--- config.mk ---
export PLATFORM = sky130hd
export DESIGN_NAME = pp_pipeline_accel_resize_coord_seq
export DESIGN_NICKNAME = d
export VERILOG_FILES = /design/src/rtl/pp_resize_pkg.sv /design/src/rtl/pp_resize_pos_decode.sv /design/src/rtl/pp_pipeline_accel_resize_coord_seq.sv
export SDC_FILE = /design/constraint.sdc
export NUM_CORES = 1
export LEC_CHECK = 0
export BUFFER_PORTS_ARGS = -buffer_cell sky130_fd_sc_hd__buf_2
export CAP_MARGIN = 20
export CORE_ASPECT_RATIO = 0.9
export CORE_MARGIN = 3
export CORE_UTILIZATION = 40
export CTS_CLUSTER_SIZE = 30
export DETAILED_ROUTE_END_ITERATION = 16
export PLACE_DENSITY = 0.7
export SETUP_SLACK_MARGIN = 0.3
export SLEW_MARGIN = 20
export SYNTH_ARGS = -nofsm -noshare
export SYNTH_HDL_FRONTEND = slang
export SYNTH_SLANG_ARGS = --single-unit
--- constraint.sdc ---
create_clock -name ap_clk -period 13.7 [get_ports ap_clk]
set_input_delay 2.055 -clock ap_clk [delete_from_list [all_inputs] [get_ports ap_clk]]
set_output_delay 2.055 -clock ap_clk [all_outputs]
set_load 0.01 [all_outputs]
--- src/rtl/pp_resize_pkg.sv ---
// Shared constants and state encoding for the resize coordinate sequencers.
// Positions are signed Q20.22; weights are the top fractional bits.
package pp_resize_pkg;
    localparam int IDX_W      = 16;
    localparam int WGT_W      = 8;
    localparam int FRAC_BITS  = 22;
    localparam int POS_W      = 42;
    localparam int IP_W       = POS_W - FRAC_BITS;
    localparam int SC_LATENCY = 6;

    typedef enum logic [1:0] {
        IDLE,
        RUN,
        DRAIN
    } state_t;
endpackage

--- src/rtl/pp_resize_pos_decode.sv ---
// Splits a scaleCompute position into a clamped source index, its
// clamped +1 neighbour and a truncated bilinear weight.
import pp_resize_pkg::*;

module pp_resize_pos_decode (
    input  logic [POS_W-1:0] pos,
    input  logic [IDX_W-1:0] dim,
    output logic [IDX_W-1:0] index,
    output logic [IDX_W-1:0] index1,
    output logic [WGT_W-1:0] frac
);
    logic [IDX_W-1:0] dim_m1;
    logic [IP_W-1:0]  ip;

    // clamp at both ends; integer part compared at full width so no wrap
    always_comb begin
        dim_m1 = dim - IDX_W'(1);
        ip     = pos[POS_W-1:FRAC_BITS];
        index  = '0;
        frac   = '0;
        if (pos[POS_W-1]) begin
            index = '0;
        end else if (ip >= IP_W'(dim_m1)) begin
            index = dim_m1;
        end else begin
            index = ip[IDX_W-1:0];
            frac  = pos[FRAC_BITS-1 -: WGT_W];
        end
        index1 = (index == dim_m1) ? index : index + IDX_W'(1);
    end
endmodule

--- src/rtl/pp_pipeline_accel_resize_coord_seq.sv ---
// Per-line coordinate sequencer: feeds indices into the ce-gated
// scaleCompute pipeline and streams decoded source coordinates.
import pp_resize_pkg::*;

module pp_pipeline_accel_resize_coord_seq (
    input  logic             ap_clk,
    input  logic             ap_rst,
    input  logic             start,
    input  logic [IDX_W-1:0] out_dim,
    input  logic [IDX_W-1:0] in_dim,
    output logic             busy,
    output logic             done,
    output logic [31:0]      sc_currindex,
    output logic             sc_ce,
    input  logic [POS_W-1:0] sc_return,
    output logic             m_valid,
    input  logic             m_ready,
    output logic [IDX_W-1:0] m_index,
    output logic [IDX_W-1:0] m_index1,
    output logic [WGT_W-1:0] m_frac,
    output logic             m_last
);
    state_t                  state;
    logic [IDX_W-1:0]        cnt;
    logic [IDX_W-1:0]        od_r;
    logic [IDX_W-1:0]        id_r;
    logic [SC_LATENCY-1:0]   vsr;
    logic [SC_LATENCY-1:0]   lsr;
    logic                    issue;
    logic                    issue_last;
    logic [IDX_W-1:0]        d_index;
    logic [IDX_W-1:0]        d_index1;
    logic [WGT_W-1:0]        d_frac;

    assign busy         = (state != IDLE);
    assign sc_ce        = busy & (~m_valid | m_ready);
    assign sc_currindex = {{(32-IDX_W){1'b0}}, cnt};
    assign issue        = (state == RUN);
    assign issue_last   = issue && (cnt == od_r - IDX_W'(1));

    pp_resize_pos_decode u_dec (
        .pos    (sc_return),
        .dim    (id_r),
        .index  (d_index),
        .index1 (d_index1),
        .frac   (d_frac)
    );

    // line FSM, issue tracking shift registers and output register
    always_ff @(posedge ap_clk) begin
        if (ap_rst) begin
            state    <= IDLE;
            cnt      <= '0;
            od_r     <= '0;
            id_r     <= '0;
            vsr      <= '0;
            lsr      <= '0;
            done     <= 1'b0;
            m_valid  <= 1'b0;
            m_index  <= '0;
            m_index1 <= '0;
            m_frac   <= '0;
            m_last   <= 1'b0;
        end else begin
            done <= 1'b0;
            unique case (state)
                IDLE: begin
                    if (start) begin
                        id_r <= in_dim;
                        od_r <= out_dim;
                        cnt  <= '0;
                        if (out_dim == '0) done  <= 1'b1;
                        else               state <= RUN;
                    end
                end
                RUN: begin
                    if (sc_ce) begin
                        cnt <= cnt + IDX_W'(1);
                        if (issue_last) state <= DRAIN;
                    end
                end
                DRAIN: begin
                    if (m_valid && m_ready && m_last) begin
                        state <= IDLE;
                        done  <= 1'b1;
                    end
                end
                default: state <= IDLE;
            endcase
            if (sc_ce) begin
                vsr <= {vsr[SC_LATENCY-2:0], issue};
                lsr <= {lsr[SC_LATENCY-2:0], issue_last};
                if (vsr[SC_LATENCY-1]) begin
                    m_valid  <= 1'b1;
                    m_index  <= d_index;
                    m_index1 <= d_index1;
                    m_frac   <= d_frac;
                    m_last   <= lsr[SC_LATENCY-1];
                end else begin
                    m_valid  <= 1'b0;
                end
            end
        end
    end
endmodule

## Word level (Yosys, flattened, before mapping)

Index checks and enable logic that the tools add are counted.

- Register bits after elaboration: 105
- Bits of input ports: 78
- Output and inout bits: 77
- Word-level logic and storage cells: 59

- $add $sub $neg: 4
- Order comparisons: 1
- Equality and inequality tests: 9
- Multiplexer cells: 19
- Bitwise gates (word level): 3
- Reductions and logical operators: 11

Operator list:

| cell | number |
|---|---|
| $mux 16 | 5 |
| $add 16x1->16 const B | 2 |
| $eq 16x16->1 | 2 |
| $pmux 16 s2 | 1 |
| $sub 16x1->16 const B | 2 |
| $ge 20x16->1 | 1 |
| $logic_not 16->1 | 1 |
| $mux 8 | 2 |
| $mux 2 | 5 |
| $ne 2x2->1 const B | 4 |
| $pmux 2 s3 | 1 |
| $reduce_and 5->1 | 1 |
| $mux 1 | 4 |
| $reduce_and 2->1 | 2 |
| $reduce_bool 2->1 | 2 |
| $logic_and 1x1->1 | 3 |
| $reduce_and 3->1 | 1 |
| $eq 2x1->1 const B | 1 |
| $eq 2x2->1 const B | 1 |
| $logic_not 2->1 | 1 |
| $ne 2x1->1 const B | 1 |
| $pmux 1 s2 | 1 |
| $and 1x1->1 | 1 |
| $not 1->1 | 1 |
| $or 1x1->1 | 1 |

## Longest topological paths before layout

- Depth in word-level cells: 6
- Depth in mapped cells: 21
- Mapped depth without buffers: 21

## By module

A second synthesis with hierarchy kept.

- Cells, all modules: 833
- Area, all modules: 6,273.5 sq um

By module, submodules not included:

| module | instances | cells each | area each (sq um) | sequential area each (sq um) |
|---|---|---|---|---|
| pp_pipeline_accel_resize_coord_seq | 1 | 583 | 4,539.4 | 2,102.0 |
| pp_resize_pos_decode | 1 | 250 | 1,734.2 | 0.0 |

## Least setup slack after synthesis

Ideal clock, no wire load.

- Path type: input to register
- Start point: input port sc_return[40]
- End point: register m_index1[12]
- Library setup time: 0.120 ns
- Data arrival time: 5.196 ns
- Data required time: 13.580 ns
- Setup slack: 8.385 ns
- Stages: 13
- Buffers on the path: 1
- Path through: nor4_1 > and3_1 > a31oi_1 > nand4b_1 > o21ai_2 > buf_4 > a211oi_2 > ha_1 > nand2_1 > a31oi_1 > nand2_1 > o31a_1 > o31a_1

- Cells in the longest elaborated chain, start to end: 5
- Elaborated cells on any way between the ends: 6
- Those cells by class: 1 x add/sub; 1 x order compare; 1 x eq/ne; 3 x mux

RTL lines:

| element | RTL line | RTL |
|---|---|---|
| from (decl) | pp_pipeline_accel_resize_coord_seq.sv:15 | `input logic [POS_W-1:0] sc_return,` |
| $ge 20x16->1 * | pp_resize_pos_decode.sv:23 | `end else if (ip >= IP_W'(dim_m1)) begin` |
| $mux 16 * | pp_resize_pos_decode.sv:23 |  |
| $mux 16 * | pp_resize_pos_decode.sv:21 | `if (pos[POS_W-1]) begin` |
| net d_index[1] | pp_pipeline_accel_resize_coord_seq.sv:31 | `logic [IDX_W-1:0] d_index;` |
| $add 16x1->16 / $eq 16x16->1 (equally long branches) | pp_resize_pos_decode.sv:29 | `index1 = (index == dim_m1) ? index : index + IDX_W'(1);` |
| $mux 16 * | pp_resize_pos_decode.sv:29 |  |
| to (signal assigned) | pp_pipeline_accel_resize_coord_seq.sv:96 | `m_index1 <= d_index1;` |
| to (decl) | pp_pipeline_accel_resize_coord_seq.sv:19 | `output logic [IDX_W-1:0] m_index1,` |

Mark *: on every way through the listed nets, which the timed path passes. The rest lies on a longest branch.
A chain may end at the register's enable or synchronous reset.

## Worst setup path after layout

- Start point: register id_r[5]
- End point: register m_index1[12]

- Cells in the longest elaborated chain, start to end: 6
- Elaborated cells on any way between the ends: 7
- Those cells by class: 2 x add/sub; 1 x order compare; 1 x eq/ne; 3 x mux

RTL lines:

| element | RTL line | RTL |
|---|---|---|
| from (decl) | pp_pipeline_accel_resize_coord_seq.sv:26 | `logic [IDX_W-1:0] id_r;` |
| from (signal assigned) | pp_pipeline_accel_resize_coord_seq.sv:69 | `id_r <= in_dim;` |
| $sub 16x1->16 * | pp_resize_pos_decode.sv:17 | `dim_m1 = dim - IDX_W'(1);` |
| $ge 20x16->1 * | pp_resize_pos_decode.sv:23 |  |
| $mux 16 * | pp_resize_pos_decode.sv:23 |  |
| $mux 16 * | pp_resize_pos_decode.sv:21 |  |
| net d_index[1] | pp_pipeline_accel_resize_coord_seq.sv:31 |  |
| $add 16x1->16 / $eq 16x16->1 (equally long branches) | pp_resize_pos_decode.sv:29 |  |
| $mux 16 * | pp_resize_pos_decode.sv:29 |  |

Marked as above.

==> flow_summary.json <==
{
  "fin_setup_tns_ns": 0,
  "fin_crit_sh_pct": 41.3,
  "clk-insertion-delay-late_ns": 0.36,
  "critPathArrivalTime_ns": 5.90,
  "syn_avg_cell_area_sq_um": 7.75,
  "drc_errors": 0,
  "irDropWorstVdd_mv": 0.0597,
  "num_antenna_cells": 0,
  "hold_buffers": 0,
  "synthToLayoutAreaGrowth_pct": 15.6,
  "use_met2_pct": 29.3,
  "whs_ns": 0.449,
  "placed_cells": 1083,
  "clk_pin_slew_ns": 0.07,
  "ys_seq_area_share_pct": 33.9,
  "grt_pass1_vias": 5290,
  "synthDistinctLibCells": 76,
  "p_leak_nw": 2.98,
  "yosys_warnings": 0,
  "finalSetupViolCount": 0,
  "status": "completed",
  "final_layout_size_suffix_gt1_share_pct": 18.2,
  "die_width_microns": 137,
  "io_buffer_count": 124,
  "yosys-top-cells-area": "dfxtp_1, nand2_1, a21oi_1",
  "fin_worst_skew_ns": 0.0112,
  "dieArea_sq_mm": 0.0170,
  "synth_edf_count": 0,
  "ys_seq_elements": 105,
  "fmax_mhz": 177,
  "finalMaxSlewViolations": 0,
  "cts_resized": 0,
  "hold_viol": 0,
  "synth_top_cell_area_share_pct": 33.9,
  "grt_pass1_wl_microns": 26300,
  "synth_area_sq_mm": 0.00620,
  "critPathCaptureType": "register",
  "ys_top_cells_by_count": "nand2_1, dfxtp_1, a21oi_1, nor2_1, clkbuf_1",
  "fp.dieH_microns": 124,
  "relSlewSlack_pct": 36.8,
  "start_kind": "register",
  "post_drt_wl_per_cell_microns": 15.0,
  "vias": 5863,
  "fin_nets": 989,
  "synth.most_common_cell": "nand2_1",
  "dp_hpwl_microns": 12200,
  "cts_tree": "yes",
  "p_total_mw": 0.781,
  "overflow": 0,
  "io_pins": 155,
  "start_util_pct": 41.5,
  "tightestPinTransition_ns": 0.949,
  "drt-total-wl_microns": 16500,
  "cts_setup_buffers": 0,
  "track_usage_pct": 19.3,
  "synth_largest_area_cell": "dfxtp_1",
  "cts_made_buffers": 9,
  "crit_type": "register to register",
  "grt_max_degree": 89,
  "rows": 42,
  "antenna_found_initial": 0,
  "cts_buffer_depth": 2,
  "grt_use_met1_pct": 27.7,
  "worstPathMaxFanout": 9,
  "layout.cells.non_filler": 1099,
  "hp-class": "register to register",
  "synthArstFlopShare_pct": 0,
  "routed_via_density": 5.33,
  "required_ns": 13.95,
  "rsz0062_at_grt": "false",
  "ys.flop_type": "dfxtp_1",
  "use_met3_pct": 3.55,
  "grt_busiest_layer": "met2",
  "cts_sinks": 105,
  "gp_congestion": 0.915,
  "final_util_pct": 48.0,
  "synth_cells": 800,
  "root_buffer": "clkbuf_16",
  "rrSetupSlack_ns": 8.05,
  "powerDensity_mw_per_mm2": 109,
  "h-tree-depth": 3,
  "drt_iter0_markers": 419,
  "maxCapViolations": 0,
  "firstDrtPassIters": 5,
  "fin_crit_ns": 5.65,
  "coreArea_sq_mm": 0.0149,
  "postRouteAntennaNets": 0
}
==> sequential cells by signal, summed over array words and instances (netlist names) <==
signal and cells:
id_r 16, done 1, cnt 16, m_last 1, vsr 6, state 2
m_frac 8, lsr 6, od_r 16, m_index1 16, m_valid 1, m_index 16
==> critical path: stages, from the launching register on <==
cell and delay (ns):
dfxtp_1 0.38, or4_1 0.70, or4_1 0.70, or3_1 0.40, and2_1 0.23, ha_1 0.27, and3_1 0.21, a31oi_1 0.24
and4b_1 0.46, a211oi_1 0.15, a211oi_2 0.31, ha_1 0.26, nand2_1 0.06, a31oi_1 0.41, nand2_1 0.21, o31a_1 0.33
o31a_1 0.23
==> cell usage in the layout, fill, tap and decap left out, types with 4 or more instances in the layout <==
| master | n |
|---|---|
| nand2_1 | 139 |
| buf_2 | 124 |
| dfxtp_1 | 105 |
| a21oi_1 | 77 |
| nor2_1 | 62 |
| xor2_1 | 29 |
| inv_1 | 28 |
| nand3_1 | 27 |
| xnor2_1 | 25 |
| a211oi_1 | 22 |
| nor4_1 | 19 |
| mux2i_1 | 16 |
| o21ai_0 | 16 |
| conb_1 | 16 |
| ha_1 | 15 |
| nor3_1 | 13 |
| or3_1 | 12 |
| nand4_1 | 10 |
| and3_1 | 10 |
| clkbuf_16 | 9 |
| or4_1 | 7 |
| o31a_1 | 6 |
| buf_4 | 6 |
| a31oi_1 | 5 |
| a221oi_1 | 5 |
| o211ai_1 | 5 |
| a21o_1 | 4 |
| and2_1 | 4 |
| o21a_1 | 4 |
| and4_1 | 4 |
| nor2b_1 | 4 |
| o211a_1 | 4 |
==> area by class of cell <==
| class | instances | area [sq um] |
|---|---|---|
| fill | 1529 | 7760 |
| multi-input combinational | 622 | 3760 |
| inverter | 28 | 105 |
| clock buffer | 11 | 243 |
| clock inverter | 5 | 46.3 |
| tap | 198 | 248 |
| timing repair buffer | 130 | 666 |
| sequential | 105 | 2100 |
==> through the flow <==
stage,area (sq um),setup WS [ns]
finish,7170,8.05
global route,7170,7.79
CTS,7160,8.11
detailed placement,6870,7.92
global placement,6870,7.91
floorplan,6260,8.38
==> logic make-up (layout without fill, tap and decap cells) <==
logic type / Yosys count / in the layout / synth area share, %
AND/OR/NAND/NOR: 338 / 338 / 26.4
AO/OA/AOI/OAI: 179 / 179 / 19.1
flip-flops: 105 / 105 / 33.9
buffers and inverters: 88 / 174 / 6.54
XOR/XNOR: 54 / 54 / 7.63
multiplexers: 18 / 18 / 3.01
adder cells (fa/ha/maj): 17 / 17 / 3.35
other: 1 / 16 / 0.0605
==> report_power, final <==
part	total, mW	switching, mW	internal (mW)	leakage (nW)
sequential	0.326	0.0119	0.314	0.851
combinational	0.205	0.126	0.0788	1.99
clock	0.250	0.118	0.132	0.143
total	0.781	0.257	0.525	2.98
==> path summary, 6_finish.rpt <==
path             start           end  cells after the start
max            id_r[5]  m_index1[12]                     16
min          m_frac[3]     m_frac[3]                      2
max reg2reg    id_r[5]  m_index1[12]                     16
min reg2reg  m_frac[3]     m_frac[3]                      2
==> layer usage <==
metal,wire length [microns],vias up
met5,0,-
met4,207,0
met3,969,15
met2,7320,159
met1,7990,2680
li1,-,3009
(Power assumes the default switching activity.)
